### config.mk
export PLATFORM = sky130hd
export DESIGN_NAME = iterative_unrotator
export DESIGN_NICKNAME = d
export VERILOG_FILES = /design/src/rtl/iterative_unrotator.sv
export SDC_FILE = /design/constraint.sdc
export NUM_CORES = 1
export LEC_CHECK = 0
export ABC_CLOCK_PERIOD_IN_PS = 2350
export CAP_MARGIN = 15
export CORE_ASPECT_RATIO = 1.1
export CORE_MARGIN = 10
export CORE_UTILIZATION = 52
export CTS_CLUSTER_SIZE = 30
export DETAILED_ROUTE_END_ITERATION = 8
export PLACE_DENSITY = 0.9
export RECOVER_POWER = 25
export SYNTH_ARGS = -nofsm -noshare
export SYNTH_HDL_FRONTEND = slang
export SYNTH_SLANG_ARGS = --single-unit
export TNS_END_PERCENT = 50
### constraint.sdc
create_clock -name clk -period 2.35 [get_ports clk]
set_input_delay 0.5875 -clock clk [delete_from_list [all_inputs] [get_ports clk]]
set_output_delay 0.5875 -clock clk [all_outputs]
set_load 0.01 [all_outputs]
### src/rtl/iterative_unrotator.sv
// Recovers a barrel-rotated word by undoing the rotation one bit per clock.
// A start/busy/done handshake frames each operation; data_out holds the last result.
module iterative_unrotator #(
  parameter int WIDTH = 8,
  parameter int AMT_W = 3
) (
  input  logic             clk,
  input  logic             rst,
  input  logic             start,
  input  logic             lr,
  input  logic [AMT_W-1:0] amount,
  input  logic [WIDTH-1:0] data_in,
  output logic             busy,
  output logic             done,
  output logic [WIDTH-1:0] data_out
);

  typedef enum logic [1:0] {
    S_IDLE  = 2'd0,
    S_SHIFT = 2'd1,
    S_DONE  = 2'd2
  } state_t;

  state_t             r_state, w_state_next;
  logic [WIDTH-1:0]   r_work, w_work_next;
  logic               r_dir, w_dir_next;
  logic [AMT_W-1:0]   r_cnt, w_cnt_next;
  logic [WIDTH-1:0]   r_data_out, w_data_out_next;
  logic [WIDTH-1:0]   w_rot;

  // Undo direction: an original left rotation is reversed by rotating right.
  assign w_rot = r_dir ? {r_work[0], r_work[WIDTH-1:1]}
                       : {r_work[WIDTH-2:0], r_work[WIDTH-1]};

  always_ff @(posedge clk) begin
    if (rst) begin
      r_state    <= S_IDLE;
      r_work     <= '0;
      r_dir      <= 1'b0;
      r_cnt      <= '0;
      r_data_out <= '0;
    end else begin
      r_state    <= w_state_next;
      r_work     <= w_work_next;
      r_dir      <= w_dir_next;
      r_cnt      <= w_cnt_next;
      r_data_out <= w_data_out_next;
    end
  end

  always_comb begin
    w_state_next    = r_state;
    w_work_next     = r_work;
    w_dir_next      = r_dir;
    w_cnt_next      = r_cnt;
    w_data_out_next = r_data_out;
    unique case (r_state)
      S_IDLE: begin
        if (start) begin
          w_work_next = data_in;
          w_dir_next  = lr;
          w_cnt_next  = amount;
          if (amount != '0) begin
            w_state_next = S_SHIFT;
          end else begin
            w_state_next    = S_DONE;
            w_data_out_next = data_in;
          end
        end
      end
      S_SHIFT: begin
        w_work_next = w_rot;
        w_cnt_next  = r_cnt - AMT_W'(1);
        if (r_cnt == AMT_W'(1)) begin
          w_data_out_next = w_rot;
          w_state_next    = S_DONE;
        end
      end
      S_DONE: begin
        w_state_next = S_IDLE;
      end
      default: begin
        w_state_next = S_IDLE;
      end
    endcase
  end

  assign busy     = (r_state == S_SHIFT);
  assign done     = (r_state == S_DONE);
  assign data_out = r_data_out;

endmodule
### After elaboration in Yosys (flattened, before gate mapping)

Cells that the tools add are included.

| operators by class | value |
|---|---|
| $add $sub $neg | 1 |
| $mul | 0 |
| divide/modulo/power cells | 0 |
| magnitude comparators | 0 |
| equality and inequality tests | 6 |
| shift operators | 0 |
| multiplexer cells | 13 |
| bitwise gates (word level) | 0 |
| reduce and logical (&&, ||, !) cells | 7 |

Operators with widths:

| cell | number |
|---|---|
| 8-bit two-way mux | 5 |
| 8-bit case mux with 2 select lines | 2 |
| 2-bit two-way mux | 3 |
| 3-bit case mux with 2 select lines | 1 |
| 2-bit AND reduction | 3 |
| 2-bit inequality test, second input constant | 2 |
| 2-bit case mux with 2 select lines | 1 |
| 4-bit AND reduction | 1 |
| 3-bit by 1-bit == test with 1-bit output, second input constant | 1 |
| 3-bit two-way mux | 1 |
| 3-bit nonzero test | 1 |
| 3-bit by 1-bit subtractor with 3-bit output, second input constant | 1 |
| 2-bit by 1-bit == test with 1-bit output, second input constant | 1 |
| 2-bit == test, second input constant | 1 |
| 2-bit logical NOT | 1 |
| 2-bit by 1-bit inequality test with 1-bit output, second input constant | 1 |
| 2-bit nonzero test | 1 |

| storage, ports and cells | value |
|---|---|
| register bits after elaboration | 22 |
| bits in latches | 0 |
| RAM bits | 0 |
| memory bits (read-only) | 0 |
| bits of input ports | 15 |
| output and inout port bits | 10 |
| memories | 0 |

### Longest topological paths before layout

Gate-level depths: netlist of the first run.

| logic depth | value |
|---|---|
| word-level depth | 4 |
| gate-level depth with buffers | 7 |

### Least setup slack after synthesis of the first run

OpenSTA, ideal clock, no wires.

| path | value |
|---|---|
| path type | input-to-reg |
| start point | input amount[1] |
| end point | register r_data_out[6] (netlist: data_out[6]) |
| setup time | 132 ps |
| arrival | 1503 ps |
| path slack | 714 ps |
| stages on the path | 5 |
| buffers on the path | 1 |
| cell sequence | or3_1 o22a_2 buf_2 nand2_1 a21oi_1 |

| on the way | value |
|---|---|
| word-level cells in the longest chain between the ends | 3 |

Ends and longest elaborated chain:

| element | line | text |
|---|---|---|
| from (decl) | 11 | `input logic [AMT_W-1:0] amount,` |
| 3-bit nonzero test | 63 | `if (amount != '0) begin` |
| 2-bit inequality test (no line) | -- |  |
| 4-bit AND reduction (no line) | -- |  |
| to (signal assigned) | 47 | `r_data_out <= w_data_out_next;` |
| to (decl) | 28 | `logic [WIDTH-1:0] r_data_out, w_data_out_next;` |

Every way passes these cells.
A chain may end at the register's enable or synchronous reset.

### Final worst setup path of the first run

| path | value |
|---|---|
| start point | register r_state[0] |
| end point | output busy |

| on the way | value |
|---|---|
| word-level cells in the longest chain between the ends | 1 |

Ends and longest elaborated chain:

| element | line | text |
|---|---|---|
| from (decl) | 24 | `state_t r_state, w_state_next;` |
| from (signal assigned) | 43 | `r_state <= w_state_next;` |
| 2-bit by 1-bit == test with 1-bit output | 88 | `assign busy = (r_state == S_SHIFT);` |
| to (decl) | 13 | `output logic busy,` |

Every way passes these cells.

==> impl_metrics.toml, run 1 <==
[flow_run]
max-cap-violations = 0

[layout]
finalNetCount = 168
layout_cells_sized_above_1_pct = 6.040
final_cells = 177
syn2layout_area_growth_pct = 25.29
antenna_cells = 0

[sta]
timing.final.crit_share_pct = 91.08
tightest_slew_ns = 0.4908
worst_clock_skew_ns = 0.001558
slew_headroom_pct = 67.24
timing.setup.tns_ns = 0
unrepaired_setup_endpoints_after_global_routing = "no"
post-route-min-period_ns = 2.140
hold_violations = 0
maxSlewViolCount = 0
setup_viol = 0
fin_ws_ns = 0.2095
timing.fmax_mhz = 467.2

[synthesis]
post_synth_fa_ha_maj_area_fraction_pct = 2.320
synth.ff_latch_count = 22
synthesis.nets = 145
synth_most_common_cell = "sky130_fd_sc_hd__nand2_1"
yosys.area_share.xor_xnor_pct = 0
post_synthesis_mux_area_share_pct = 7.425
ys_top_cells_by_area = "sky130_fd_sc_hd__dfxtp_1, sky130_fd_sc_hd__o211ai_1, sky130_fd_sc_hd__nand2_1"
synthesis.instances = 128
synthArstFlopShare_pct = 0
synthDistinctLibCells = 25
yosys.area.top_type_share_pct = 40.84
synth.cells.most_frequent = "sky130_fd_sc_hd__nand2_1, sky130_fd_sc_hd__dfxtp_1, sky130_fd_sc_hd__a21oi_1"
synthSimpleGateAreaFrac_pct = 17.87
synth_largest_area_cell = "sky130_fd_sc_hd__dfxtp_1"
synthesis.yosys.warnings = 0
synth_top_family_by_area = "compound AO/OA/AOI/OAI gates"
synth-edff-count = 0
postSynthAreaPerCell_sq_um = 8.426
dominant_synthesized_flop_cell = "sky130_fd_sc_hd__dfxtp_1"
ys_seq_area_share_pct = 40.84
mappedNetlistArea_sq_um = 1079
synth_compound_area_share_pct = 26.80

[pwr]
power.switching_fraction_pct = 30.75
internal-power_uw = 564.4
static-leakage-power_nw = 0.4518
portion_of_total_power_attributed_to_combinational_logic_pct = 25.7
clk_pwr_share_pct = 20.8
p_seq_share_pct = 53.5
netSwitchingPower_uw = 250.7
vdd.ir_drop.worst_mv = 0.4808
power-per-cell-area_nw_per_um2 = 603.2

[clocking]
clk_pin_slew_worst_setup_hold_paths_ns = 0.12
cts_max_path_buffers = 2
cts_resized = 0
cts_hold_repair.buffers = 0
clock_sink_count = 22
cts_max_level = 1
worstSkewPairLatency_ns = 0.30
cts_tree = "done"
postCtsSetupBuffers = 0
clock-root-buffer = "sky130_fd_sc_hd__clkbuf_4"
tritoncts.num_buffers = 3

[setup_path]
slowest_stage_delay_cp_ns = 0.55
worst_ep_arrival_time_ns = 1.55
critical_path.top_delay_family = "buffers and inverters"
crit_path_cell_trace = "nand2b_4, inv_1, clkdlybuf4s50_1"
timing.critical_path.from_type = "flip-flop"
critPathSlowestCell = "sky130_fd_sc_hd__clkdlybuf4s50_1"
cp_num_buf_inv = 2
path_class = "reg2out"
critical_path_peak_fanout = 6
endpoint_required_time_on_the_critical_path_ns = 1.76
end_kind = "primary output"

[status]
run_status = "finished clean"

[placed_design]
gpl.final_weighted_congestion = 0.8175
placedCellCount = 174
portBuffers = 24
hpwl_mm = 1.978
detailedPlace.worstSlack_ns = 0.1549

[detailed_routing]
postRouteAntennaNets = 0
drt_wl_total_mm = 2.727
wl_per_cell_um = 15.41
routed_via_density = 5.672
drt_pass1_iterations = 4
drc = 0
drt_first_iter_violations = 36
via_count = 1004

[grt]
antenna_found_initial = 0
wire_length_of_the_first_global_routing_pass_mm = 4.478
grt_start_max_net_pins = 29
overflow = 0
grt_usage_pct = 12.68
grt_pass1_vias = 1003

[floorplanning]
floorplan.initialDensity_pct = 53.94
floorplan.die.width_um = 63.42
ios = 25
rows = 17
core_area_sq_um = 1999
fp.dieH_um = 67.77
die_area_sq_um = 4298

[worst_hold_path]
worstHoldPathType = "reg2reg"
-- cell families after synthesis --
kind of cell / count (synthesis)
compound gates: 43
fa+ha+maj: 2
buf+inv: 12
flops: 22
mux: 8
simple gates: 41
-- path summary, 6_finish.rpt --
check,startpoint,to,slack (ns),cells after the start
worst max register to register,r_state[0],data_out[0],0.71,4
worst max-delay path,r_state[0],busy,0.21,3
worst min register to register,data_out[0],data_out[0],0.46,2
worst min-delay path,data_out[0],data_out[0],0.46,2
-- worst reg2reg max path: stages (launching register included) --
cell                       delay, ns
sky130_fd_sc_hd__dfxtp_1        0.40
sky130_fd_sc_hd__or3b_1         0.50
sky130_fd_sc_hd__o22ai_4        0.32
sky130_fd_sc_hd__o211ai_1       0.20
sky130_fd_sc_hd__a21oi_1        0.17
-- sequential cells by signal, summed over array words and instances (netlist names) --
signal / cells
r_dir: 1
r_state: 2
data_out: 8
r_cnt: 3
r_work: 8
-- power groups by stage --
| stage | sequential, mW | clock, mW | combinational, mW |
|---|---|---|---|
| floorplan | 0.436 | 0 | 0.140 |
| global placement | 0.442 | 0 | 0.205 |
| detailed placement | 0.444 | 0 | 0.211 |
| CTS | 0.436 | 0.171 | 0.213 |
| global route | 0.441 | 0.188 | 0.233 |
| finish | 0.436 | 0.169 | 0.210 |
-- per-stage QoR --
step	hold slack [ns]	power [mW]	area, sq um	util, %
2_1_floorplan	0.4319	0.5762	1079	-
3_3_place_gp	0.4403	0.6467	1336	66.83
3_5_place_dp	0.4511	0.6548	1336	66.83
4_1_cts	0.4689	0.8192	1359	67.96
5_1_grt	0.4874	0.8618	1351	67.58
6_report	0.4643	0.8151	1351	67.58
-- cell usage in the layout (no fill, tap or decap) --
master / count
sky130_fd_sc_hd__nor3b_1: 1
sky130_fd_sc_hd__a211oi_1: 3
sky130_fd_sc_hd__o22a_1: 1
sky130_fd_sc_hd__nand2b_4: 1
sky130_fd_sc_hd__clkdlybuf4s50_1: 22
sky130_fd_sc_hd__o211ai_1: 17
sky130_fd_sc_hd__nand2_1: 28
sky130_fd_sc_hd__a21oi_1: 18
sky130_fd_sc_hd__mux2i_1: 8
sky130_fd_sc_hd__o21ai_0: 1
sky130_fd_sc_hd__o22ai_1: 1
sky130_fd_sc_hd__dfxtp_1: 22
sky130_fd_sc_hd__ha_1: 2
sky130_fd_sc_hd__a22oi_1: 1
sky130_fd_sc_hd__clkbuf_1: 1
sky130_fd_sc_hd__clkbuf_4: 3
sky130_fd_sc_hd__nand3b_1: 1
sky130_fd_sc_hd__buf_4: 2
sky130_fd_sc_hd__or3_1: 1
sky130_fd_sc_hd__o22ai_4: 1
sky130_fd_sc_hd__or3b_1: 1
sky130_fd_sc_hd__dlygate4sd3_1: 2
sky130_fd_sc_hd__nand2b_1: 1
sky130_fd_sc_hd__and2b_2: 1
sky130_fd_sc_hd__nor2_1: 4
sky130_fd_sc_hd__or2_2: 1
sky130_fd_sc_hd__nor3_1: 1
sky130_fd_sc_hd__inv_1: 3
-- routing by layer --
layer	share of wire [%]	GRT usage, %	wire [um]	vias to the layer above
met3	8.0	3.802	219	6
li1	-	-	-	499
met2	48	20.98	1317	44
met1	42	14.76	1140	455
met4	1.8	6.284	50	0
met5	0	0	0	-
-- area by class of cell --
type / count / area, sq um
clock buffer: 3 / 22.52
fill: 171 / 648.1
timing repair buffer: 27 / 259.0
sequential: 22 / 440.4
tap: 28 / 35.03
inverter: 3 / 11.26
multi-input combinational: 94 / 583.1
Note: power is estimated with default switching activity, not from simulation.
==> run 2: changes to the inputs <==
- MAX_ROUTING_LAYER: unset -> met4
==> run 2 against run 1 <==
Effect of this change: clock power hardly changed; cell area is the same; final cell count is the same; first-iteration DRC count decreased by 8.3%; fmax is essentially flat; register-to-register slack about the same; clock skew about the same; count of clock-buffer cells in the layout did not move; non-clock buffer count stayed put; flip-flop and latch count unchanged; highest routed layer unchanged.
==> impl_metrics.toml, run 2 (same netlist as run 1, synthesis figures left out) <==
[clocking]
cts_max_path_buffers = 2
tritoncts.num_buffers = 3
clk_pin_slew_worst_setup_hold_paths_ns = 0.11
clock-root-buffer = "sky130_fd_sc_hd__clkbuf_4"
clock_sink_count = 22
postCtsSetupBuffers = 0
cts_hold_repair.buffers = 0
cts_max_level = 1
worstSkewPairLatency_ns = 0.30
cts_tree = "done"
cts_resized = 0

[sta]
setup_viol = 0
hold_violations = 0
fin_worst_hold_slack_ns = 0.4634
slew_headroom_pct = 67.33
maxSlewViolCount = 0
timing.fmax_mhz = 467.3
fin_ws_ns = 0.2099
timing.setup.tns_ns = 0
post-route-min-period_ns = 2.140
worst_clock_skew_ns = 0.001074
timing.final.crit_share_pct = 91.07
unrepaired_setup_endpoints_after_global_routing = "no"
tightest_slew_ns = 0.4894

[floorplanning]
fp.dieH_um = 67.77
floorplan.initialDensity_pct = 53.94
ios = 25
floorplan.die.width_um = 63.42
rows = 17
core_area_sq_um = 1999
die_area_sq_um = 4298

[pwr]
static-leakage-power_nw = 0.4518
power-per-cell-area_nw_per_um2 = 603.2
total_power_uw = 815.1
vdd.ir_drop.worst_mv = 0.4800

[layout]
num-fill-cells = 171
final_cell_area_sq_um = 1351
syn2layout_area_growth_pct = 25.29
finalNetCount = 168
most_frequent_standard_cell_in_the_layout_excluding_fill_and_tap_cells = "sky130_fd_sc_hd__nand2_1"
layout_common_cells = "sky130_fd_sc_hd__nand2_1, sky130_fd_sc_hd__dfxtp_1, sky130_fd_sc_hd__clkdlybuf4s50_1"
antenna_cells = 0
layout_cells_sized_above_1_pct = 6.040

[setup_path]
endpoint_required_time_on_the_critical_path_ns = 1.76
crit_path_cell_trace = "nand2b_4, inv_1, clkdlybuf4s50_1"
critical_path.top_delay_family = "buffers and inverters"
crit-reg2reg-capture = "data_out[0]"
critical_path_stages = 3
slowest_stage_delay_cp_ns = 0.55
crit_path_end = "busy"
ff2ff_path_depth = 4
critPathSlowestCell = "sky130_fd_sc_hd__clkdlybuf4s50_1"
critical_path_peak_fanout = 6
timing.critical_path.from_type = "flip-flop"
worst_ep_arrival_time_ns = 1.55
rr_startpoint = "r_state[0]"
end_kind = "primary output"
path_class = "reg2out"
setup.worst_path.start = "r_state[0]"
cp_num_buf_inv = 2
timing.reg2reg.setup_slack_ns = 0.71

[worst_hold_path]
hold_path_startpoint = "data_out[0]"
worstHoldPathType = "reg2reg"
timing.hold.worst_path_depth = 2

[detailed_routing]
wl_per_cell_um = 15.40
drt_pass1_iterations = 4
drt_first_iter_violations = 33
routed_via_density = 5.684
via_count = 1006
postRouteAntennaNets = 0
drt_wl_total_mm = 2.725
drc = 0

[grt]
grt_pass1_vias = 1003
grt_usage_pct = 13.03
grt_start_max_net_pins = 29
antenna_found_initial = 0
overflow = 0
wire_length_of_the_first_global_routing_pass_mm = 4.464

[placed_design]
placement.cell_area_sq_um = 1336
portBuffers = 24
detailedPlace.worstSlack_ns = 0.1549
gpl.final_weighted_congestion = 0.8296
hpwl_mm = 1.978

[status]
run_status = "finished clean"

[flow_run]
max-cap-violations = 0
[run 2: worst min path at each step]
| stage | end |
|---|---|
| 3_3_place_gp | data_out[1] |
| 2_1_floorplan | r_cnt[1] |
| 5_1_grt | data_out[3] |
| 3_5_place_dp | data_out[2] |
| 6_report | data_out[0] |
| 4_1_cts | data_out[0] |
[run 2: layer usage]
metal,vias up,part of all wire (%),track usage (%)
met4,0,1.8,6.284
met1,459,43,15.04
met5,-,0,-
met3,6,6.5,2.975
met2,40,48,21.11
li1,501,-,-
[run 2: tightest hold or removal path: stages (launching register included)]
cell and delay, ns:
sky130_fd_sc_hd__dfxtp_1 0.33, sky130_fd_sc_hd__nand2_1 0.05, sky130_fd_sc_hd__a21oi_1 0.05
[run 2: power breakdown]
part,switching [mW],total [mW],leakage [nW],internal (mW)
logic,0.111,0.210,0.257,0.0989
registers,0.0307,0.436,0.181,0.406
clock network,0.109,0.169,0.0138,0.0598
[run 2: layout make-up]
class,instances,area [sq um],share of cell area [%]
multi-input combinational,94,583.1,43.15
sequential,22,440.4,32.59
clock buffer,3,22.52,1.667
inverter,3,11.26,0.8333
tap,28,35.03,2.593
timing repair buffer,27,259.0,19.17
[run 2: metrics by stage]
step	std cells	utilization, %
CTS	177	67.96
detailed placement	174	66.83
global route	177	67.58
floorplan	128	-
finish	177	67.58
global placement	174	66.83
